--- config.mk ---
export PLATFORM = sky130hd
export DESIGN_NAME = icache_dm_flat
export DESIGN_NICKNAME = d
export VERILOG_FILES = /design/src/rtl/icache_dm_if.sv /design/src/rtl/icache_dm.sv /design/src/flat_wrapper.sv
export SDC_FILE = /design/constraint.sdc
export NUM_CORES = 2
export LEC_CHECK = 0
export CORE_UTILIZATION = 50
export CTS_BUF_LIST = sky130_fd_sc_hd__clkbuf_4 sky130_fd_sc_hd__clkbuf_8
export DETAILED_ROUTE_END_ITERATION = 16
export GPL_TIMING_DRIVEN = 0
export PLACE_DENSITY = 0.71
export SETUP_SLACK_MARGIN = 0.4
export SYNTH_ARGS = -nofsm -noshare
export SYNTH_HDL_FRONTEND = slang
export SYNTH_SLANG_ARGS = --single-unit
--- constraint.sdc ---
create_clock -name clk -period 67.9 [get_ports clk]
set_clock_uncertainty 0.2 [all_clocks]
set_input_delay 13.58 -clock clk [delete_from_list [all_inputs] [get_ports clk]]
set_output_delay 13.58 -clock clk [all_outputs]
set_load 0.02 [all_outputs]
--- src/rtl/icache_dm_if.sv ---
// rtl/icache_dm_if.sv - fetch and refill bus bundle for icache_dm
// master drives requests/refill data, slave is the cache.
interface icache_dm_if;
  logic         inst_read;
  logic [31:0]  inst_addr;
  logic [31:0]  inst_rdata;
  logic         inst_resp;
  logic         pmem_read;
  logic [31:0]  pmem_address;
  logic [255:0] pmem_rdata;
  logic         pmem_resp;

  modport slave (
    input  inst_read, inst_addr, pmem_rdata, pmem_resp,
    output inst_rdata, inst_resp, pmem_read, pmem_address
  );

  modport master (
    output inst_read, inst_addr, pmem_rdata, pmem_resp,
    input  inst_rdata, inst_resp, pmem_read, pmem_address
  );
endinterface

--- src/rtl/icache_dm.sv ---
// rtl/icache_dm.sv - direct-mapped read-only instruction cache, 256-bit lines
// Define ICACHE_PERF_EN to add the hit_count/miss_count outputs.
module icache_dm #(
  parameter int S_INDEX = 3
) (
  input  logic        clk,
  input  logic        rst,
  icache_dm_if.slave  bus
`ifdef ICACHE_PERF_EN
  ,
  output logic [31:0] hit_count,
  output logic [31:0] miss_count
`endif
);
  localparam int TAG_W = 27 - S_INDEX;
  localparam int LINES = 1 << S_INDEX;

  typedef enum logic {CHECK, REFILL} state_e;

  state_e             state_q, state_d;
  logic [31:0]        miss_addr_q, miss_addr_d;
  logic [LINES-1:0]   valid_q;
  logic [TAG_W-1:0]   tag_q  [LINES];
  logic [255:0]       data_q [LINES];

  logic [TAG_W-1:0]   tag;
  logic [S_INDEX-1:0] idx;
  logic [2:0]         word;
  logic [TAG_W-1:0]   miss_tag;
  logic [S_INDEX-1:0] miss_idx;
  logic               hit;
  logic               unused_bits;

  assign tag      = bus.inst_addr[31:5+S_INDEX];
  assign idx      = bus.inst_addr[4+S_INDEX:5];
  assign word     = bus.inst_addr[4:2];
  assign miss_tag = miss_addr_q[31:5+S_INDEX];
  assign miss_idx = miss_addr_q[4+S_INDEX:5];
  assign hit      = bus.inst_read && valid_q[idx] && (tag_q[idx] == tag);
  assign unused_bits = ^{bus.inst_addr[1:0], miss_addr_q[4:0]};

  always_comb begin
    state_d          = state_q;
    miss_addr_d      = miss_addr_q;
    bus.inst_resp    = 1'b0;
    bus.pmem_read    = 1'b0;
    bus.pmem_address = '0;
    bus.inst_rdata   = data_q[idx][{word, 5'b0} +: 32];
    case (state_q)
      CHECK: begin
        bus.inst_resp = hit;
        if (bus.inst_read && !hit) begin
          state_d     = REFILL;
          miss_addr_d = {bus.inst_addr[31:5], 5'b0};
        end
      end
      REFILL: begin
        // Refill always completes to the latched line, whatever inst_addr does now.
        bus.pmem_read    = 1'b1;
        bus.pmem_address = miss_addr_q;
        if (bus.pmem_resp) state_d = CHECK;
      end
      default: state_d = CHECK;
    endcase
  end

  always_ff @(posedge clk) begin
    if (rst) begin
      state_q     <= CHECK;
      miss_addr_q <= '0;
      valid_q     <= '0;
    end else begin
      state_q     <= state_d;
      miss_addr_q <= miss_addr_d;
      if (state_q == REFILL && bus.pmem_resp) valid_q[miss_idx] <= 1'b1;
    end
  end

  always_ff @(posedge clk) begin
    if (!rst && state_q == REFILL && bus.pmem_resp) begin
      data_q[miss_idx] <= bus.pmem_rdata;
      tag_q[miss_idx]  <= miss_tag;
    end
  end

`ifdef ICACHE_PERF_EN
  logic [31:0] hit_count_q, miss_count_q;

  always_ff @(posedge clk) begin
    if (rst) begin
      hit_count_q  <= '0;
      miss_count_q <= '0;
    end else begin
      if (state_q == CHECK && hit) hit_count_q <= hit_count_q + 32'd1;
      if (state_q == CHECK && state_d == REFILL) miss_count_q <= miss_count_q + 32'd1;
    end
  end

  assign hit_count  = hit_count_q;
  assign miss_count = miss_count_q;
`endif
endmodule

--- src/flat_wrapper.sv ---
// flat-port wrapper written by rule: the top's interface ports become plain ports
module icache_dm_flat 
#(
  parameter int S_INDEX = 3
)
  (clk, rst, bus_inst_read, bus_inst_addr, bus_pmem_rdata, bus_pmem_resp, bus_inst_rdata, bus_inst_resp, bus_pmem_read, bus_pmem_address);
  icache_dm_if bus_i ();
  input  logic clk;
  input  logic rst;
  input wire logic [$bits(bus_i.inst_read)-1:0] bus_inst_read;
  input wire logic [$bits(bus_i.inst_addr)-1:0] bus_inst_addr;
  input wire logic [$bits(bus_i.pmem_rdata)-1:0] bus_pmem_rdata;
  input wire logic [$bits(bus_i.pmem_resp)-1:0] bus_pmem_resp;
  output wire logic [$bits(bus_i.inst_rdata)-1:0] bus_inst_rdata;
  output wire logic [$bits(bus_i.inst_resp)-1:0] bus_inst_resp;
  output wire logic [$bits(bus_i.pmem_read)-1:0] bus_pmem_read;
  output wire logic [$bits(bus_i.pmem_address)-1:0] bus_pmem_address;
  assign bus_i.inst_read = bus_inst_read;
  assign bus_i.inst_addr = bus_inst_addr;
  assign bus_i.pmem_rdata = bus_pmem_rdata;
  assign bus_i.pmem_resp = bus_pmem_resp;
  assign bus_inst_rdata = bus_i.inst_rdata;
  assign bus_inst_resp = bus_i.inst_resp;
  assign bus_pmem_read = bus_i.pmem_read;
  assign bus_pmem_address = bus_i.pmem_address;
  icache_dm #(.S_INDEX(S_INDEX)) u_core (.clk(clk), .rst(rst), .bus(bus_i));
endmodule
==> results.py <==
metrics = {
    "status": {
        "status": "finished, final reports clean",
    },
    "worst_setup_path": {
        "crit_chain": "clkdlybuf4s50_1 > buf_6 > buf_2 > buf_4 > buf_2 > clkbuf_1 > buf_1 > mux4_2 > mux4_2 > mux2_2 > nand2_1 > o21ai_0 > clkdlybuf4s50_1",
        "arrival_ps": 19470,
        "critical-path-top-delay-family": "buffers and inverters",
        "start_kind": "input port",
        "max_stage_delay_ps": 980,
        "criticalPathCategory": "input port to output port",
        "critPathCaptureType": "output port",
        "crit_fanout": 10,
        "crit_buf_inv": 8,
        "cp_slowest_cell": "clkbuf_1",
        "crit_required_ps": 54120,
    },
    "cells_and_area": {
        "drive_above_1_share_pct": 32.1,
        "fin_util_pct": 59.6,
        "final_common_cell": "edfxtp_1",
        "final_cell_mix": "edfxtp_1, mux4_2, clkbuf_8",
        "final_nets": 4623,
        "fill_cells": 11900,
        "syn2layout_area_growth_pct": 18.2,
    },
    "pwr": {
        "vdd_drop_max_uv": 24.9,
        "p_per_area_nw_per_um2": 27.7,
        "p_leak_nw": 32.6,
    },
    "global_routing": {
        "met2_usage_pct": 40.0,
        "antenna_found_initial": 85,
        "grt_overflow": 0,
        "grt_usage_pct": 24.8,
        "met3_usage_pct": 5.65,
        "busiest_layer": "met2",
        "grt_pass1_vias": 42200,
        "grt_pass1_wl_um": 305000,
        "grt_max_degree": 27,
        "globalRouteMet1Util_pct": 33.6,
    },
    "synth": {
        "synth_edf_count": 2240,
        "synth_area_um2": 86600,
        "synthFlopType": "edfxtp_1",
        "yosysSeqAreaShare_pct": 78.5,
        "synthCells": 3462,
        "async_flop_share_pct": 0,
        "syn_avg_cell_area_um2": 25.0,
        "ys_types": 41,
        "synth_top_cell_by_area": "edfxtp_1",
        "synth_area_leaders": "edfxtp_1, mux4_2, mux2i_1",
        "synth_top_area_share_pct": 77.6,
        "yosysWarningCount": 0,
        "synth-seq-cells": 2276,
    },
    "die": {
        "die_area_um2": 175000,
        "coreArea_um2": 172000,
        "fp-row-count": 152,
        "ios": 358,
        "start_util_pct": 50.4,
        "die_w_um": 418,
        "dieHeight_um": 418,
    },
    "clocking": {
        "clk_latency_ps": 1040,
        "hold_buffers": 0,
        "tritoncts": "built",
        "clock-sinks": 2276,
        "post_cts_resized": 0,
        "cts_setup_buffers": 0,
        "clockBufferDepth": 4,
        "clkTransAtPathRegs_ps": 60,
        "cts_max_level": 5,
        "cts-root-buf": "clkbuf_8",
        "cts_made_buffers": 367,
    },
    "detailed_routing": {
        "viasPerCell": 6.01,
        "wl_um": 216000,
        "drt_pre_antenna_iters": 7,
        "first_iter_violations": 5064,
        "ant_nets": 0,
        "num_vias": 41600,
        "drc": 0,
        "wl_per_cell_um": 31.2,
    },
    "sta": {
        "setup_viol": 0,
        "fin_crit_sh_pct": 49.0,
        "fin_setup_tns_ps": 0,
        "slew_headroom_pct": 4.44,
        "max_freq_ghz": 0.0301,
        "rsz0062_at_grt": "no",
        "worst_pin_slew_ps": 1430,
        "maxSlewViolCount": 0,
        "fin_crit_ps": 33250,
        "hold_viol": 0,
    },
    "placement": {
        "gp_congestion": 0.793,
        "portBuffers": 346,
        "dp_hpwl_um": 144000,
    },
    "flow_run": {
        "drv_cap": 0,
    },
    "worst_hold_path": {
        "hold_path.class": "flop to flop",
    },
}
[cell type report]
class	instances	area, um^2	share of cell area (%)
plain buffers	185	842	0.822
well taps	2310	2890	2.82
inverters	2	7.51	0.00733
clock buffers	508	6200	6.06
flip-flops and latches	2276	68000	66.4
repair buffers	496	5940	5.80
diodes	28	70.1	0.0684
multi-input cells	1003	17900	17.4
clock inverters	110	617	0.602
[kinds of logic after synthesis]
group	Yosys count	synth area share, %
mux	795	19.2
simple gates	139	0.778
other cells	1	0.00433
flops	2276	78.5
compound gates	47	0.367
xor+xnor	17	0.172
buf+inv	187	0.975
[path summary, 6_finish.rpt]
kind / start / endpoint / slack [ps] / cells past startpoint
worst min-delay path: u_core.valid_q[2]$_SDFFE_PP0P_ / u_core.valid_q[2]$_SDFFE_PP0P_ / 250 / 1
worst max register to register: u_core.state_q$_SDFF_PP0_ / u_core.data_q[1][47]$_DFFE_PP_ / 64060 / 11
worst min register to register: u_core.valid_q[2]$_SDFFE_PP0P_ / u_core.valid_q[2]$_SDFFE_PP0P_ / 250 / 1
worst max-delay path: bus_inst_addr[6] / bus_inst_rdata[22] / 34650 / 13
[state kept, by name, indices dropped and copies added, names as in the netlist]
name,flops
u_core.data_q,2048
u_core.miss_addr_q,27
u_core.state_q,1
u_core.tag_q,192
u_core.valid_q,8
[Yosys cell counts, drive strengths merged, types with 4 or more instances]
library cell / n
edfxtp: 2240
mux4: 692
buf: 102
mux2i: 84
clkbuf: 83
nand2: 72
dfxtp: 36
and2: 28
mux2: 19
xor2: 14
o21ai: 13
a22oi: 10
a21o: 9
nor2: 9
nand2b: 5
nor2b: 5
nor3: 5
nand4: 4
o22ai: 4
[per-layer routing]
layer	up-vias	share of wire (%)
li1	16900	-
met1	22100	39
met2	2153	50
met3	430	8.4
met4	36	3.2
met5	-	0.11
[per-stage QoR]
step	area, um^2	hold WS [ps]	instances	power, W	worst slack, ps
2_1_floorplan	86600	218	3466	0.00167	33430
3_3_place_gp	93000	225	6122	0.00175	12460
3_5_place_dp	95500	240	6272	0.00175	34630
4_1_cts	102000	255	6890	0.00285	34580
5_1_grt	102000	271	6913	0.00292	34550
6_report	102000	251	6918	0.00284	34650
[worst register-to-register path, stage by stage, from the launching register on]
cell	delay, ps
dfxtp_1	430
nand4_1	370
nor3_2	750
buf_8	240
buf_8	160
buf_6	180
buf_6	170
buf_4	220
buf_6	210
buf_6	200
buf_6	190
buf_6	190
[power by group]
group	internal [W]	switching (W)
logic	0.0000753	0.0000907
registers	0.00155	0.00000425
clock network	0.000604	0.000513
(Power assumes the default switching activity.)
